--- config.mk ---
export PLATFORM = sky130hd
export DESIGN_NAME = if_stage
export DESIGN_NICKNAME = d
export VERILOG_FILES = /design/src/rtl/if_stage.sv
export SDC_FILE = /design/constraint.sdc
export NUM_CORES = 1
export LEC_CHECK = 0
export CAP_MARGIN = 15
export CORE_UTILIZATION = 40
export CTS_CLUSTER_SIZE = 40
export DETAILED_ROUTE_END_ITERATION = 8
export PLACE_DENSITY_LB_ADDON = 0.3
export REMOVE_ABC_BUFFERS = 1
export SYNTH_ARGS = -nofsm -noshare
export SYNTH_HDL_FRONTEND = slang
export SYNTH_SLANG_ARGS = --single-unit
--- constraint.sdc ---
create_clock -name clk -period 5.9 [get_ports clk]
set_clock_uncertainty 0.15 [all_clocks]
set_input_delay 1.77 -clock clk [delete_from_list [all_inputs] [get_ports clk]]
set_output_delay 1.77 -clock clk [all_outputs]
set_load 0.05 [all_outputs]
--- src/rtl/if_stage.sv ---
// Instruction fetch stage: PC register, redirect/stall next-PC selection,
// IF/ID pipeline register with flush, and stall/flush event counters.
//
// Ports:
//   clk, rst          rising-edge clock, synchronous active-high reset
//   PC_write          1 = PC advances by 4, 0 = PC holds (load-use stall)
//   IF_IDWrite        1 = IF/ID loads the fetched instruction, 0 = holds
//   branch_taken      redirect to branch_target (wins over jump)
//   branch_target     branch destination, bits [1:0] ignored
//   jump              redirect to jump_target
//   jump_target       jump destination, bits [1:0] ignored
//   instr_in          instruction memory read data for pc_out
//   pc_out            current fetch address
//   IF_ID_PC4         PC+4 of the instruction held in IF/ID
//   IF_ID_Instr       instruction held in IF/ID
//   IF_IDRs, IF_IDRt  rs / rt fields decoded from IF_ID_Instr
//   IF_ID_valid       1 = IF/ID holds a fetched instruction, 0 = bubble
//   stall_cnt         saturating count of stall cycles without redirect
//   flush_cnt         saturating count of redirect cycles
module if_stage (
   input  logic        clk,
   input  logic        rst,
   input  logic        PC_write,
   input  logic        IF_IDWrite,
   input  logic        branch_taken,
   input  logic [31:0] branch_target,
   input  logic        jump,
   input  logic [31:0] jump_target,
   input  logic [31:0] instr_in,
   output logic [31:0] pc_out,
   output logic [31:0] IF_ID_PC4,
   output logic [31:0] IF_ID_Instr,
   output logic [4:0]  IF_IDRs,
   output logic [4:0]  IF_IDRt,
   output logic        IF_ID_valid,
   output logic [15:0] stall_cnt,
   output logic [15:0] flush_cnt
);

   typedef struct packed {
      logic [31:0] instr;
      logic [31:0] pc4;
      logic        valid;
   } if_id_t;

   localparam logic [15:0] CNT_MAX = 16'hFFFF;

   logic [31:0] pc_q;
   logic [31:0] pc_next;
   logic [31:0] pc_plus4;
   logic [31:0] redirect_pc;
   logic        redirect;
   logic        stall_cycle;

   if_id_t      if_id_q;
   if_id_t      if_id_next;

   logic [15:0] stall_q;
   logic [15:0] stall_next;
   logic [15:0] flush_q;
   logic [15:0] flush_next;

   // Redirect target selection; branch has priority over jump and
   // targets are word aligned by dropping the two low bits.
   always_comb begin
      redirect    = branch_taken | jump;
      redirect_pc = branch_taken ? branch_target : jump_target;
      redirect_pc = redirect_pc & 32'hFFFF_FFFC;
   end

   // Wraps modulo 2^32 by construction.
   assign pc_plus4 = pc_q + 32'd4;

   // A redirect overrides the stall: the PC must leave the wrong path
   // even while a load-use hazard is holding the front end.
   always_comb begin
      pc_next = pc_q;
      if (redirect) begin
         pc_next = redirect_pc;
      end else if (PC_write) begin
         pc_next = pc_plus4;
      end
   end

   // Flush beats IF_IDWrite=0 so the wrong-path instruction never
   // survives in IF/ID as a held value.
   always_comb begin
      if_id_next = if_id_q;
      if (redirect) begin
         if_id_next.instr = 32'h0000_0000;
         if_id_next.pc4   = 32'h0000_0000;
         if_id_next.valid = 1'b0;
      end else if (IF_IDWrite) begin
         if_id_next.instr = instr_in;
         if_id_next.pc4   = pc_plus4;
         if_id_next.valid = 1'b1;
      end
   end

   assign stall_cycle = ~PC_write & ~redirect;

   always_comb begin
      stall_next = stall_q;
      flush_next = flush_q;
      if (stall_cycle && (stall_q != CNT_MAX)) begin
         stall_next = stall_q + 16'd1;
      end
      if (redirect && (flush_q != CNT_MAX)) begin
         flush_next = flush_q + 16'd1;
      end
   end

   always_ff @(posedge clk) begin
      if (rst) begin
         pc_q    <= 32'h0000_0000;
         if_id_q <= '0;
         stall_q <= 16'd0;
         flush_q <= 16'd0;
      end else begin
         pc_q    <= pc_next;
         if_id_q <= if_id_next;
         stall_q <= stall_next;
         flush_q <= flush_next;
      end
   end

   assign pc_out      = pc_q;
   assign IF_ID_PC4   = if_id_q.pc4;
   assign IF_ID_Instr = if_id_q.instr;
   assign IF_ID_valid = if_id_q.valid;
   assign stall_cnt   = stall_q;
   assign flush_cnt   = flush_q;

   // Register-field decode straight off the IF/ID register.
   assign IF_IDRs = if_id_q.instr[25:21];
   assign IF_IDRt = if_id_q.instr[20:16];

endmodule

==> impl_metrics.toml, run 1 <==
[synth]
ys_types = 56
synth_edf_count = 0
synthFlopType = "dfxtp_1"
yosysSeqAreaShare = 0.3993
yosys_warnings = 0
synth_area_sq_um = 6267
netlist_instances = 748
async_reset_ff_frac = 0
synth-seq-cells = 125
postSynthAreaPerCell_sq_um = 8.379

[floorplan]
num_rows = 45
die_x_um = 127.2
num_io_pins = 241
dieHeight_um = 127.2
initial_core_util = 0.4107
coreArea_sq_um = 15260
fp.dieArea_sq_um = 16170

[global_route]
track_usage = 0.2387
grt_max_degree = 92
grt_overflow = 0
antenna_found_initial = 0
grt_pass1_wl_um = 30080
grt_pass1_vias = 5786

[place]
place_congestion = 0.8564
dp_cells = 1140
dp_hpwl_um = 13660
place_ws_ps = 1460
io_buffer_count = 232

[job]
drv_cap = 0

[finish]
post-route-util = 0.6062
drive_gt1_frac = 0.05619
seq_area_sq_um = 2502
layout_commonest_cell = "clkdlybuf4s50_1"
final_nets = 1053
diodes = 0
multiInputGateArea_sq_um = 3435
stdcell_count = 1172
syn_to_final_growth_pct = 47.59
fillers = 1358
final_cell_mix = "clkdlybuf4s50_1, dfxtp_1, nor2_1"

[setup_path]
cpPeakStageDelay_ps = 740
cp_top_family = "simple AND/OR/NAND/NOR gates"
rr_worst_depth = 5
cp_data_required_time_ps = 6040
cp_num_buf_inv = 1
path_class = "input port to register"
cp_max_fo = 12
critical_path_arrival_ps = 4210
r2r_setup_slack_ps = 3010
reg2reg_from = "pc_out[6]"
start_kind = "input port"
crit_chain = "clkdlybuf4s50_1 -> or3_1 -> nor3_1 -> o21ai_0 -> xor2_1 -> nor2_1"
worst_setup_path_end_kind = "register"
r2r-end = "IF_ID_PC4[24]"
crit_slowest_cell = "clkdlybuf4s50_1"

[clocking]
clock_latency_ps = 420
holdBufCountCts = 0
cts_sinks = 125
ctsRootBufferMaster = "clkbuf_16"
h-tree-depth = 4
cts_made_buffers = 17
ctsResizeCount = 0
cts_tree = "done"
cts_buffer_depth = 2
clkTransAtPathRegs_ps = 60
post_cts_buffers = 0

[hold_path]
hold_path.class = "register to register"
min_path_cells = 2
min-delay-start = "IF_ID_valid"
holdPathEnd = "IF_ID_valid"

[detailed_routing]
wl_per_cell_um = 16.70
via_per_inst = 5.353
wirelength_um = 19570
ant_nets = 0
drc = 0
first_pass_iters = 5
drt_iter0_drc = 342
via_count = 6274

[power_and_ir_drop]
peakVddDrop_mv = 0.1713
powerDensity_nw_per_um2 = 261.7
leakagePower_nw = 3.368

[timing]
finalSetupViolCount = 0
relSlewSlack = 0.2575
fin_crit_sh = 0.6907
max_freq_mhz = 245.4
slew_viol_final = 0
rsz0062_at_grt = "no"
worst_slack_ps = 1825
layout_min_cycle_time_ps = 4075
fin_setup_tns_ps = 0
tightest_slew_ps = 1114
finalHoldViolations = 0

[run_status]
status = "completed"
## sequential cells by signal, indices dropped and copies added (netlist names)
name         cells
IF_ID_Instr     32
IF_ID_PC4       30
IF_ID_valid      1
flush_cnt       16
pc_out          30
stall_cnt       16
## cell usage after synthesis (all sizes together) (9+ instances only)
| library cell | n | area [sq um] |
|---|---|---|
| nand2 | 37 | 138.9 |
| o211ai | 9 | 67.56 |
| nand4 | 19 | 118.9 |
| buf | 23 | 145.1 |
| nor2 | 104 | 390.4 |
| nor3 | 27 | 140.1 |
| and3 | 14 | 87.58 |
| o21ai | 40 | 200.2 |
| a21oi | 49 | 245.2 |
| xnor2 | 25 | 219.0 |
| inv | 11 | 41.29 |
| xor2 | 34 | 297.8 |
| a211oi | 22 | 170.2 |
| nor4 | 10 | 98.84 |
| clkbuf | 41 | 153.9 |
| o22ai | 10 | 62.56 |
| dfxtp | 125 | 2502 |
| and4 | 12 | 105.1 |
| mux2i | 39 | 390.4 |
| nand3 | 22 | 110.1 |
## worst max-delay path by stage
stage	cells after the start	end	start	slack, ps
floorplan	5	pc_out[29]	jump	1950
global placement	6	stall_cnt[8]	PC_write	1490
detailed placement	6	stall_cnt[8]	PC_write	1460
CTS	6	stall_cnt[6]	PC_write	1890
global route	6	stall_cnt[6]	PC_write	1770
finish	6	stall_cnt[6]	PC_write	1830
## per-layer routing
metal	vias to the layer above	share of wire	wire length (um)	track usage
li1	3075	-	-	-
met1	2885	0.42	8175	0.2832
met2	274	0.47	9157	0.3985
met3	40	0.090	1752	0.07370
met4	0	0.025	487	0.1036
met5	-	0	0	0
## worst register-to-register path: cells and delay by family, from the launching register on
family,cells,cell delay (ps)
and+or+nand+nor,3,1850
DFF,1,500
xor gates and xnor gates,1,160
AOI/OAI and AO/OA,1,80
## cell families after synthesis
| group | share of synthesized area |
|---|---|
| fa+ha+maj | 0.005990 |
| compound gates | 0.1675 |
| buf+inv | 0.05490 |
| simple gates | 0.2270 |
| flops | 0.3993 |
| mux | 0.06229 |
| other cells | 0.0005983 |
| xor+xnor | 0.08245 |
## through the flow
| stage | power [mW] | hold slack, ps | cell area [sq um] |
|---|---|---|---|
| floorplan | 1.139 | 535.7 | 5979 |
| global placement | 1.330 | 293.9 | 8631 |
| detailed placement | 1.335 | 309.3 | 8631 |
| CTS | 2.445 | 323.3 | 9250 |
| global route | 2.506 | 337.0 | 9250 |
| finish | 2.421 | 314.7 | 9250 |
## power by group
group / switching [mW] / internal, mW / total, mW
logic: 0.236 / 0.169 / 0.405
clock network: 0.418 / 0.684 / 1.10
registers: 0.0405 / 0.874 / 0.914
total: 0.695 / 1.73 / 2.42
## area by class of cell
class                           count  share of cell area
Multi-Input combinational cell    550              0.3713
Clock inverter                     14             0.01948
Clock buffer                       18             0.04748
Sequential cell                   125              0.2705
Inverter                           12            0.004869
Tap cell                          211             0.02854
Timing Repair Buffer              242              0.2578
No activity file was read; power rests on OpenSTA's default activity.
==> run 2: changes to the inputs <==
Clock period 5.9 ns to 3.5 ns, I/O delays scaled along.
==> impl_metrics.toml, run 2 (same netlist as run 1, synthesis figures left out) <==
[clocking]
cts_buffer_depth = 2
cts_tree = "done"
ctsResizeCount = 0
cts_sinks = 125
holdBufCountCts = 0
ctsRootBufferMaster = "clkbuf_16"
clkTransAtPathRegs_ps = 50
post_cts_buffers = 0
clock_latency_ps = 410
cts_made_buffers = 17
h-tree-depth = 4

[setup_path]
crit_slowest_cell = "clkdlybuf4s50_1"
start_kind = "register"
path_class = "register to primary output"
crit_chain = "clkdlybuf4s50_1"
cp_num_buf_inv = 1
critical_path_arrival_ps = 1820
cp_top_family = "buffers and inverters"
cpPeakStageDelay_ps = 880
worst_setup_path_end_kind = "primary output"
cp_max_fo = 9
cp_data_required_time_ps = 2300

[timing]
slew_viol_final = 0
layout_min_cycle_time_ps = 3021
tightest_slew_ps = 670.1
fin_setup_tns_ps = 0
max_freq_mhz = 331.0
hold_slack_ps = 328.6
rsz0062_at_grt = "no"
finalHoldViolations = 0
fin_crit_sh = 0.8632
relSlewSlack = 0.5498
worst_slack_ps = 478.7
finalSetupViolCount = 0

[global_route]
antenna_found_initial = 0
track_usage = 0.2466
grt_max_degree = 46
grt_pass1_vias = 6090
grt_overflow = 0
grt_pass1_wl_um = 31260

[power_and_ir_drop]
p_sw_frac = 0.2627
leakagePower_nw = 3.467
p_switching_mw = 1.110
power_frac_seq = 0.364
clkPwrFrac = 0.471
pwr-share-comb = 0.164
powerDensity_nw_per_um2 = 448.7
peakVddDrop_mv = 0.3009
p_int_mw = 3.116

[detailed_routing]
first_pass_iters = 4
ant_nets = 0
drt_iter0_drc = 322
wirelength_um = 19750
drc = 0
via_per_inst = 5.336
wl_per_cell_um = 16.66
via_count = 6329

[run_status]
status = "completed"

[floorplan]
coreArea_sq_um = 15260
num_io_pins = 241
die_x_um = 127.2
fp.dieArea_sq_um = 16170
dieHeight_um = 127.2
num_rows = 45
initial_core_util = 0.4107

[finish]
final_nets = 1068
diodes = 0
final_area_sq_um = 9418
layout_commonest_cell = "clkdlybuf4s50_1"
syn_to_final_growth_pct = 50.27
final_cell_mix = "clkdlybuf4s50_1, dfxtp_1, nor2_1"
drive_gt1_frac = 0.06769
largest_reg_flops = 32
post-route-util = 0.6172

[place]
io_buffer_count = 232
place_congestion = 0.8607
place_ws_ps = 380.3
dpl_cell_area_sq_um = 8756
dp_hpwl_um = 14220

[hold_path]
hold_path.class = "register to register"

[job]
drv_cap = 0
[run 2: power by group through the flow]
stage | registers [mW] | clock network, mW | logic, mW
floorplan | 1.73 | 0 | 0.186
global placement | 1.57 | 0 | 0.687
detailed placement | 1.57 | 0 | 0.693
CTS | 1.54 | 2.02 | 0.697
global route | 1.55 | 2.08 | 0.738
finish | 1.54 | 1.99 | 0.694
[run 2: layer usage]
metal	wire length (um)	up-vias	global-route usage
li1	-	3104	-
met1	8291	2969	0.2888
met2	9264	219	0.4160
met3	1642	37	0.07538
met4	555	0	0.1085
met5	0	-	0
[run 2: worst paths after layout]
kind,startpoint,end,slack (ps),depth (start not counted)
setup / recovery,pc_out[10],pc_out[10],480,1
hold / removal,IF_ID_valid,IF_ID_valid,330,2
setup reg to reg,pc_out[2],IF_ID_PC4[24],720,6
hold reg to reg,IF_ID_valid,IF_ID_valid,330,2
[run 2: worst reg2reg max path: stages (launching register included)]
cell and delay (ps):
dfxtp_1 450, ha_1 260, nand3_1 240, or4_1 790, or3_1 480, xnor2_1 190
a21oi_1 90
[run 2: through the flow]
| stage | total power [mW] | std cells |
|---|---|---|
| after global routing | 4.364 | 1186 |
| final | 4.226 | 1186 |
| after detailed placement | 2.262 | 1155 |
| after floorplan | 1.920 | 687 |
| after CTS | 4.258 | 1186 |
| after global placement | 2.254 | 1155 |
[run 2: area by class of cell]
type	count	area, sq um
flip-flops and latches	125	2502
multi-input cells	550	3435
clock buffers	20	446.7
inverters	12	45.04
fillers	1359	5841
repair buffers	257	2510
clock inverters	11	215.2
well taps	211	264.0
